**src/rtl/sa_output_collector.sv**
```systemverilog
// Drain side of the systolic array: de-skews the bottom-row wavefront into aligned rows and
// buffers them in a show-ahead FIFO. Define SA_COLLECT_RELU_EN to clamp negative words to 0 on write.

module sa_oc_lane #(
  parameter int ADD_BW = 32
) (
  input  logic [ADD_BW-1:0] i_word,
  output logic [ADD_BW-1:0] o_word
);
`ifdef SA_COLLECT_RELU_EN
  // Any word with the sign bit set, including negative zero, becomes +0.
  assign o_word = i_word[ADD_BW-1] ? '0 : i_word;
`else
  assign o_word = i_word;
`endif
endmodule

module sa_output_collector #(
  parameter int ADD_BW = 32,
  parameter int COLS   = 4,
  parameter int DEPTH  = 8
) (
  input  logic                       clk,
  input  logic                       rst,
  input  logic                       i_mode,
  input  logic                       i_valid,
  input  logic [COLS*ADD_BW-1:0]     i_bot,
  output logic [COLS*ADD_BW-1:0]     o_data,
  output logic                       o_valid,
  input  logic                       i_ready,
  output logic [$clog2(DEPTH):0]     o_count,
  output logic                       o_overflow
);
  localparam int AW = $clog2(DEPTH);
  localparam int PW = AW + 1;

  logic                   w_start;
  logic [COLS-1:1]        r_vld_pipe;
  logic [COLS*ADD_BW-1:0] w_row;
  logic [COLS*ADD_BW-1:0] w_row_wr;

  assign w_start = i_valid & i_mode;

  always_ff @(posedge clk) begin
    if (rst) begin
      r_vld_pipe <= '0;
    end else begin
      r_vld_pipe[1] <= w_start;
      for (int k = 2; k < COLS; k++) r_vld_pipe[k] <= r_vld_pipe[k-1];
    end
  end

  // Stage k carries the k columns already sampled for the token that entered k cycles ago,
  // so every wavefront travels with its own partial row and overlapping rows never mix.
  for (genvar k = 1; k < COLS; k++) begin : g_stg
    logic [k*ADD_BW-1:0] r_part;
    if (k == 1) begin : g_first
      always_ff @(posedge clk) r_part <= i_bot[0 +: ADD_BW];
    end else begin : g_next
      always_ff @(posedge clk)
        r_part <= {i_bot[(k-1)*ADD_BW +: ADD_BW], g_stg[k-1].r_part};
    end
  end

  assign w_row = {i_bot[(COLS-1)*ADD_BW +: ADD_BW], g_stg[COLS-1].r_part};

  for (genvar c = 0; c < COLS; c++) begin : g_lane
    sa_oc_lane #(.ADD_BW(ADD_BW)) u_lane (
      .i_word (w_row[c*ADD_BW +: ADD_BW]),
      .o_word (w_row_wr[c*ADD_BW +: ADD_BW])
    );
  end

  logic [COLS*ADD_BW-1:0] r_mem [DEPTH];
  logic [PW-1:0]          r_wr_ptr, r_rd_ptr, r_count;
  logic [PW-1:0]          w_wr_nxt, w_rd_nxt;
  logic                   r_ovf;
  logic                   w_empty, w_full, w_pop, w_push_req, w_push, w_drop;

  assign w_empty    = (r_wr_ptr == r_rd_ptr);
  assign w_full     = (r_wr_ptr[AW] != r_rd_ptr[AW]) && (r_wr_ptr[AW-1:0] == r_rd_ptr[AW-1:0]);
  assign w_pop      = !w_empty && i_ready;
  assign w_push_req = r_vld_pipe[COLS-1];
  // A pop in the same cycle frees the head slot, so a full FIFO can still take the row.
  assign w_push     = w_push_req && (!w_full || w_pop);
  assign w_drop     = w_push_req && w_full && !w_pop;
  assign w_wr_nxt   = r_wr_ptr + PW'(w_push);
  assign w_rd_nxt   = r_rd_ptr + PW'(w_pop);

  always_ff @(posedge clk) begin
    if (rst) begin
      r_wr_ptr <= '0;
      r_rd_ptr <= '0;
      r_count  <= '0;
      r_ovf    <= 1'b0;
    end else begin
      r_wr_ptr <= w_wr_nxt;
      r_rd_ptr <= w_rd_nxt;
      r_count  <= w_wr_nxt - w_rd_nxt;
      if (w_drop) r_ovf <= 1'b1;
    end
  end

  always_ff @(posedge clk) begin
    if (w_push) r_mem[r_wr_ptr[AW-1:0]] <= w_row_wr;
  end

  assign o_valid    = !w_empty;
  assign o_data     = w_empty ? '0 : r_mem[r_rd_ptr[AW-1:0]];
  assign o_count    = r_count;
  assign o_overflow = r_ovf;
endmodule

```
**config.mk**
```make
export PLATFORM = sky130hd
export DESIGN_NAME = sa_output_collector
export DESIGN_NICKNAME = d
export VERILOG_FILES = /design/src/rtl/sa_output_collector.sv
export SDC_FILE = /design/constraint.sdc
export NUM_CORES = 1
export LEC_CHECK = 0
export BUFFER_PORTS_ARGS = -buffer_cell sky130_fd_sc_hd__buf_2
export CORE_MARGIN = 2
export CORE_UTILIZATION = 65
export CTS_CLUSTER_SIZE = 12
export DETAILED_ROUTE_END_ITERATION = 12
export PLACE_DENSITY = 0.94
export SLEW_MARGIN = 20
export SYNTH_ARGS = -nofsm -noshare
export SYNTH_HDL_FRONTEND = slang
export SYNTH_HIERARCHICAL = 1
export SYNTH_SLANG_ARGS = --single-unit
```
**constraint.sdc**
```tcl
create_clock -name clk -period 23.6 [get_ports clk]
set_input_delay 2.36 -clock clk [delete_from_list [all_inputs] [get_ports clk]]
set_output_delay 2.36 -clock clk [all_outputs]
set_load 0.005 [all_outputs]
```
* After elaboration in Yosys (flattened, before gate mapping) *
Memory sizes are Yosys's and may differ from the RTL's. A register that Yosys moved wholly into a read port is not among the register bits.
Index checks and enable logic that the tools add are counted.

storage, ports and cells
  register bits after elaboration = 208
  bits in writable memories = 1024
  input bits = 133
  output and inout bits = 134
  memories = 1

cells by class
  add/subtract/negate cells = 3
  equal/unequal tests = 3
  mux-type cells = 4
  bitwise gates (word level) = 1
  reductions and logical operators = 9

memory list
  name   depth  width  read ports  clocked after memory_dff  wr ports  line  source
  r_mem  8      128    1           1                         1         74    logic [COLS*ADD_BW-1:0] r_mem [DEPTH];

operators by type and width
  operator             number
  $mux W128            1
  $add A4 B1 Y4        2
  $logic_and A1 B1 Y1  5
  $eq A4 B4 Y1         1
  $sub A4 B4 Y4        1
  $eq A3 B3 Y1         1
  $logic_not A1 Y1     3
  $mux W3              1
  $mux W1              2
  $and A1 B1 Y1        1
  $logic_or A1 B1 Y1   1
  $ne A1 B1 Y1         1

* Longest topological paths before layout *
Gate-level depths: netlist (run 1).

  word-level depth = 7
  depth in mapped cells = 16

* By module *
Netlist (run 1), hierarchy kept.

by module, submodules not included
  module               instances  cells each  area an instance (µm²)  seq. area each (µm²)
  sa_output_collector  1          2325        44138.6                 34913.5
  sa_oc_lane           4          32          240.2                   0.0

* Least setup slack after synthesis (run 1) *
Ideal clock, no wire load.

  path type = input-to-reg
  start = in i_ready
  end = mem r_mem[6][0] in the netlist's numbering, enable pin
  library setup time = 0.772 ns
  arrival = 11.322 ns
  required time = 22.828 ns
  path slack = 11.506 ns
  cell stages on the path = 4
  cells stage by stage = nor2_1 nand2b_1 nand2_1 nor3_1

on the way
  cells in the longest elaborated chain, start to end = 5

ends and longest elaborated chain
  item                           line  source
  start: declaration             30    input logic i_ready,
  $logic_and A1 B1 Y1            82    assign w_pop = !w_empty && i_ready;
  $logic_or A1 B1 Y1             85    assign w_push = w_push_req && (!w_full || w_pop);
  $logic_and A1 B1 Y1            85
  $mux W1                        105   if (w_push) r_mem[r_wr_ptr[AW-1:0]] <= w_row_wr;
  $mux W1 (not written as such)  105
  end: declaration               74

Every way passes these cells.

* Worst setup path in the final report (run 1) *
  start = reg r_rd_ptr[0]
  end = out o_data[23]

on the way
  cells in the longest elaborated chain, start to end = 2

ends and longest elaborated chain
  item                      line  source
  start: declaration        75    logic [PW-1:0] r_wr_ptr, r_rd_ptr, r_count;
  start signal: assignment  98    r_rd_ptr <= w_rd_nxt;
  $eq A4 B4 Y1              80    assign w_empty = (r_wr_ptr == r_rd_ptr);
  $mux W128                 109   assign o_data = w_empty ? '0 : r_mem[r_rd_ptr[AW-1:0]];
  end: declaration          28    output logic [COLS*ADD_BW-1:0] o_data,

Every way passes these cells.

==> impl_metrics.py, run 1 <==
metrics = {
    "power_and_ir_drop": {
        "p_leak_nw": 16.7,
        "ir_worst_vdd_v": 0.0000693,
        "cellPowerDensity_nw_per_um2": 85.1,
    },
    "synthesis": {
        "syn_area_um2": 45100,
        "synth-edff-count": 1024,
        "synthXorXnorAreaFrac_pct": 0.241,
        "synth_compound_area_share_pct": 4.30,
        "synth_top_family_by_area": "multiplexers",
        "synth_ff_type": "edfxtp_1",
        "async_flop_share_pct": 0,
        "synth-seq-area-share_pct": 77.4,
        "yosys.area_share.simple_pct": 2.24,
        "synth_fp_nets": 2594,
        "yosys_warnings": 6,
        "synthDistinctLibCells": 32,
        "yosys.area_share.adder_pct": 0.239,
        "netlist_instances": 2453,
        "ys_ff_latch": 1232,
        "postSynthAreaPerCell_um2": 18.4,
        "synthMuxAreaShare_pct": 11.4,
    },
    "clock_network": {
        "clock-root-buffer": "clkbuf_16",
        "path_clk_slew_ns": 0.06,
        "cts.hold.buffers_added": 0,
        "clock-sinks": 1232,
        "cts_tree": "built",
        "cts_buffer_depth": 3,
        "insertion_delay_ns": 0.68,
        "cts_resized": 0,
        "cts_setup_buffers": 0,
        "htreeDepth": 3,
        "cts_buffers": 117,
    },
    "worst_hold_path": {
        "min-delay-start": "g_stg[2].r_part[6]$_DFF_P_",
        "min_path_type": "reg2reg",
    },
    "placed_design": {
        "gp_congestion": 0.757,
        "numPortBuffers": 266,
        "post-place-cells": 3430,
        "place_hpwl_um": 49300,
    },
    "finish": {
        "drive_above_1_share_pct": 17.0,
        "fin_nets": 2762,
        "layout_common_cells": "1024 x edfxtp_1, 512 x mux2i_1, 266 x buf_2",
        "n_fill_cell": 3696,
        "final_common_cell": "edfxtp_1",
        "syn_to_final_growth_pct": 10.3,
        "instances_no_fill": 3660,
    },
    "timing": {
        "setup-tns-final_ns": 0,
        "tightest_slew_ns": 1.21,
        "drv_slew": 0,
        "fin_skew_ns": 0.0311,
        "slew_headroom_pct": 19.6,
        "period_needed_ns": 6.91,
        "post-route-period-util_pct": 29.3,
        "fmax_mhz": 145,
        "hold_viol_final": 0,
        "grt_setup_unrepaired": "false",
        "finalSetupViolations": 0,
    },
    "floorplanning": {
        "num_rows": 96,
        "die_w_um": 267,
        "die_height_um": 267,
        "start_util_pct": 65.8,
        "io_pins": 267,
        "coreArea_um2": 68600,
        "die_area_um2": 71500,
    },
    "drt": {
        "drt-pass1-iter-count": 5,
        "routed_wl_um": 96100,
        "vias": 22800,
        "post_drt_wl_per_cell_um": 26.3,
        "drt-initial-drc-count": 2752,
        "routed_via_density": 6.24,
        "drc": 0,
        "ant_nets": 0,
    },
    "critical_path": {
        "cp.arrival_ns": 4.55,
        "slowest_stage": "buf_4",
        "criticalPathCategory": "reg2out",
        "crit_fanout": 66,
        "critPathLaunchType": "flip-flop",
        "cp_common_cell": "buf_4",
        "crit_start": "r_rd_ptr[0]$_SDFF_PP0_",
        "worst-path-buf-inv": 3,
        "crit_chain": "buf_4 -> buf_4 -> mux2i_1 -> a22oi_1 -> and3_1 -> buf_2",
        "worstReg2RegStart": "r_rd_ptr[0]$_SDFF_PP0_",
        "max_stage_delay_ns": 1.00,
        "endpoint_kind": "primary output",
        "crit_required_ns": 21.24,
        "path_delay_family": "buffers and inverters",
    },
    "global_routing": {
        "grt_pass1_wl_um": 141000,
        "grt_pass1_vias": 23600,
        "globalRouteOverflowTotal": 0,
        "grt_max_degree": 161,
        "gr-usage-all-layers_pct": 26.5,
        "antenna_found_initial": 11,
    },
    "flow_run": {
        "drv_cap": 0,
    },
    "run_status": {
        "outcome": "completed",
    },
}
## where the power goes
group / switching (mW) / leakage, nW / internal (mW)
registers: 0.0221 / 11.0 / 2.37
clock network: 0.756 / 1.71 / 0.990
logic: 0.0533 / 4.00 / 0.0413
## metal layers
| layer | vias to the layer above | GRT usage [%] | wire length (um) |
|---|---|---|---|
| met5 | - | 0 | 66 |
| met1 | 11500 | 33.5 | 35500 |
| met3 | 217 | 5.41 | 8810 |
| met2 | 1276 | 45.4 | 49000 |
| li1 | 9819 | - | - |
| met4 | 10 | 10.1 | 2740 |
## Yosys cell counts (3+ instances only)
cell type     n  area [um2]
a22oi_1     256        1920
nor2b_1       8        50.1
nor2_1       18        67.6
buf_4       163        1220
and2_1        3        18.8
buf_2        57         285
ha_1          7        87.6
and3_1      128         801
dfxtp_1     208        4160
nand3_1       3        15.0
nand2_1       4        15.0
clkbuf_1      5        18.8
mux2i_1     512        5120
buf_6        29         327
inv_1         3        11.3
edfxtp_1   1024       30700
xnor2_1       6        52.6
## metrics by stage
stage	power (mW)	util, %	setup slack (ns)	instance area (um2)	hold WS [ns]
floorplan	2.51	-	11.51	45100	0.310
global placement	2.52	67.2	17.72	46100	0.311
detailed placement	2.53	67.2	17.56	46100	0.312
CTS	4.26	72.4	16.74	49700	0.298
global route	4.35	72.6	16.62	49800	0.304
finish	4.24	72.6	16.70	49800	0.304
## flip-flops by register name, summed over array words and instances (netlist names)
signal / flops
r_mem: 1024
g_stg.r_part: 192
o_count: 4
r_rd_ptr: 4
r_wr_ptr: 4
r_vld_pipe: 3
o_overflow: 1
## final cells by class
class                   instances  area, um2  share of cell area, %
flip-flops and latches       1232      34900                   70.2
multi-input cells             960       8380                   16.8
diodes                          6       15.0                 0.0302
inverters                       4       15.0                 0.0302
repair buffers                306       1700                   3.41
clock buffers                 208       3390                   6.81
clock inverters                13        188                  0.377
well taps                     931       1160                   2.34
## kinds of logic after synthesis
kind of cell | after synthesis
flip-flops | 1232
multiplexers | 512
buffers and inverters | 261
AO/OA/AOI/OAI | 259
AND/OR/NAND/NOR | 171
XOR/XNOR | 10
adder cells (fa/ha/maj) | 8
## final timing paths
check / depth (start not counted) / end / slack (ns)
setup / recovery: 6 / o_data[23] / 16.70
hold / removal: 0 / g_stg[3].r_part[6]$_DFF_P_ / 0.30
setup reg to reg: 13 / o_count[3]$_SDFF_PP0_ / 19.88
hold reg to reg: 0 / g_stg[3].r_part[6]$_DFF_P_ / 0.30
Note: power is estimated with default switching activity, not from simulation.
==> run 2: changes to the inputs <==
CORE_UTILIZATION = 60   (was 65)
PLACE_DENSITY = 0.89   (was 0.94)
clock period = 7.1 ns   (was 23.6 ns; I/O delays follow)
==> run 2 against run 1 <==
Largest power group unchanged; power increased to 3.3 times the previous value; global-route usage decreased by 2.3 points; clock skew decreased by 0.013 ns; first-iteration DRC count decreased by 28%; combinational power increased to 3.2 times the previous value; cell area decreased by 0.14%; critical path type unchanged; hold slack got worse by 0.18 ns; setup slack got worse by 15 ns; die area increased by 8.2%; sequential share of layout area increased by 0.10 points.
==> impl_metrics.py, run 2 (synthesis gave the netlist of run 1 again) <==
metrics = {
    "timing": {
        "finalSetupViolations": 0,
        "hold_viol_final": 0,
        "setup-tns-final_ns": 0,
        "post-route-period-util_pct": 72.6,
        "worst_slack_ns": 1.95,
        "fin_skew_ns": 0.0178,
        "slew_headroom_pct": 18.6,
        "grt_setup_unrepaired": "false",
        "drv_slew": 0,
        "hold_slack_ns": 0.125,
        "period_needed_ns": 5.15,
        "tightest_slew_ns": 1.22,
        "fmax_mhz": 194,
    },
    "finish": {
        "layout_common_cells": "1024 x edfxtp_1, 512 x mux2i_1, 266 x buf_2",
        "final_common_cell": "edfxtp_1",
        "largest_reg_flops": 1024,
        "instances_no_fill": 3700,
        "final_area_um2": 49700,
        "n_fill_cell": 4597,
        "drive_above_1_share_pct": 16.9,
        "fin_nets": 2763,
        "syn_to_final_growth_pct": 10.2,
        "final_core_util_pct": 66.8,
    },
    "clock_network": {
        "clock-sinks": 1232,
        "insertion_delay_ns": 0.68,
        "htreeDepth": 3,
        "cts_resized": 0,
        "cts_setup_buffers": 0,
        "cts_buffers": 117,
        "cts.hold.buffers_added": 0,
        "cts_tree": "built",
        "path_clk_slew_ns": 0.06,
        "clock-root-buffer": "clkbuf_16",
        "cts_buffer_depth": 3,
    },
    "global_routing": {
        "antenna_found_initial": 14,
        "grt_pass1_wl_um": 140000,
        "grtUsageMet2_pct": 41.4,
        "grt_max_degree": 158,
        "grt_pass1_vias": 23300,
        "grt_util_met3_pct": 5.26,
        "busiest_layer": "met2",
        "globalRouteOverflowTotal": 0,
        "gr-usage-all-layers_pct": 24.1,
        "grt_use_met1_pct": 30.1,
    },
    "critical_path": {
        "endpoint_kind": "primary output",
        "cp.arrival_ns": 4.44,
        "criticalPathCategory": "reg2out",
        "worstReg2RegStart": "r_rd_ptr[0]$_SDFF_PP0_",
        "crit_required_ns": 6.39,
        "crit_fanout": 65,
        "crit_start": "r_rd_ptr[0]$_SDFF_PP0_",
        "critPathLaunchType": "flip-flop",
    },
    "floorplanning": {
        "io_pins": 267,
        "coreArea_um2": 74400,
        "die_w_um": 278,
        "die_height_um": 278,
        "start_util_pct": 60.6,
        "num_rows": 100,
        "die_area_um2": 77400,
    },
    "power_and_ir_drop": {
        "cellPowerDensity_nw_per_um2": 280,
        "p_seq_share_pct": 57.2,
        "clkPwrFrac_pct": 40.7,
        "ir_worst_vdd_v": 0.000306,
        "p_sw_mw": 2.74,
        "p_int_mw": 11.2,
        "swShare_pct": 19.7,
        "comb_power_share_pct": 2.2,
        "fin_total_pwr_mw": 13.9,
        "p_leak_nw": 16.6,
    },
    "drt": {
        "drc": 0,
        "drt-initial-drc-count": 1976,
        "post_drt_wl_per_cell_um": 25.5,
        "routed_via_density": 6.01,
        "ant_nets": 0,
        "routed_wl_um": 94300,
        "vias": 22300,
        "drt-pass1-iter-count": 5,
    },
    "placed_design": {
        "place_ws_ns": 2.73,
        "dpl_cell_area_um2": 46200,
        "post-place-cells": 3472,
        "gp_congestion": 0.780,
        "numPortBuffers": 266,
        "place_hpwl_um": 49200,
    },
    "worst_hold_path": {
        "min_path_type": "in2reg",
        "min-delay-start": "i_bot[1]",
    },
    "run_status": {
        "outcome": "completed",
    },
    "flow_run": {
        "drv_cap": 0,
    },
}
-- run 2: cell count changes in the layout (fill, tap and decap cells not counted), sizes merged --
cell,delta
inv,+1
buf,+1
clkinv,+3
clkbuf,-1
bufinv,-2
-- run 2: layout make-up --
| type | count | area [um2] | area share, % |
|---|---|---|---|
| inverter | 4 | 15.0 | 0.0302 |
| antenna | 6 | 15.0 | 0.0302 |
| clock inverter | 15 | 153 | 0.307 |
| clock buffer | 207 | 3330 | 6.69 |
| timing repair buffer | 307 | 1660 | 3.35 |
| sequential | 1232 | 34900 | 70.3 |
| multi-input combinational | 960 | 8390 | 16.9 |
| tap | 969 | 1210 | 2.44 |
-- run 2: worst max-delay path: stages (launching register included) --
cell     delay (ns)
dfxtp_4        1.02
buf_4          0.81
buf_4          0.98
mux2i_1        0.20
a22oi_1        0.27
and3_1         0.23
buf_2          0.13
-- run 2: final timing paths --
check | cells past startpoint | end | slack [ns]
setup / recovery | 6 | o_data[124] | 1.95
hold / removal | 1 | g_stg[1].r_part[1]$_DFF_P_ | 0.13
setup reg to reg | 13 | o_count[3]$_SDFF_PP0_ | 3.01
hold reg to reg | 0 | g_stg[3].r_part[3]$_DFF_P_ | 0.32
-- run 2: power by group through the flow --
stage               Combinational, mW  Clock (mW)  Sequential [mW]
detailed placement              0.299           0             8.11
global route                    0.325        6.03             7.97
floorplan                       0.287           0             8.05
finish                          0.304        5.66             7.96
global placement                0.287           0             8.10
CTS                             0.304        5.75             7.96
-- run 2: per-layer routing --
metal  up-vias  wire, um
met1     11200     36100
met3       206      7570
li1       9823         -
met2       989     47800
met4        16      2760
met5         -        96
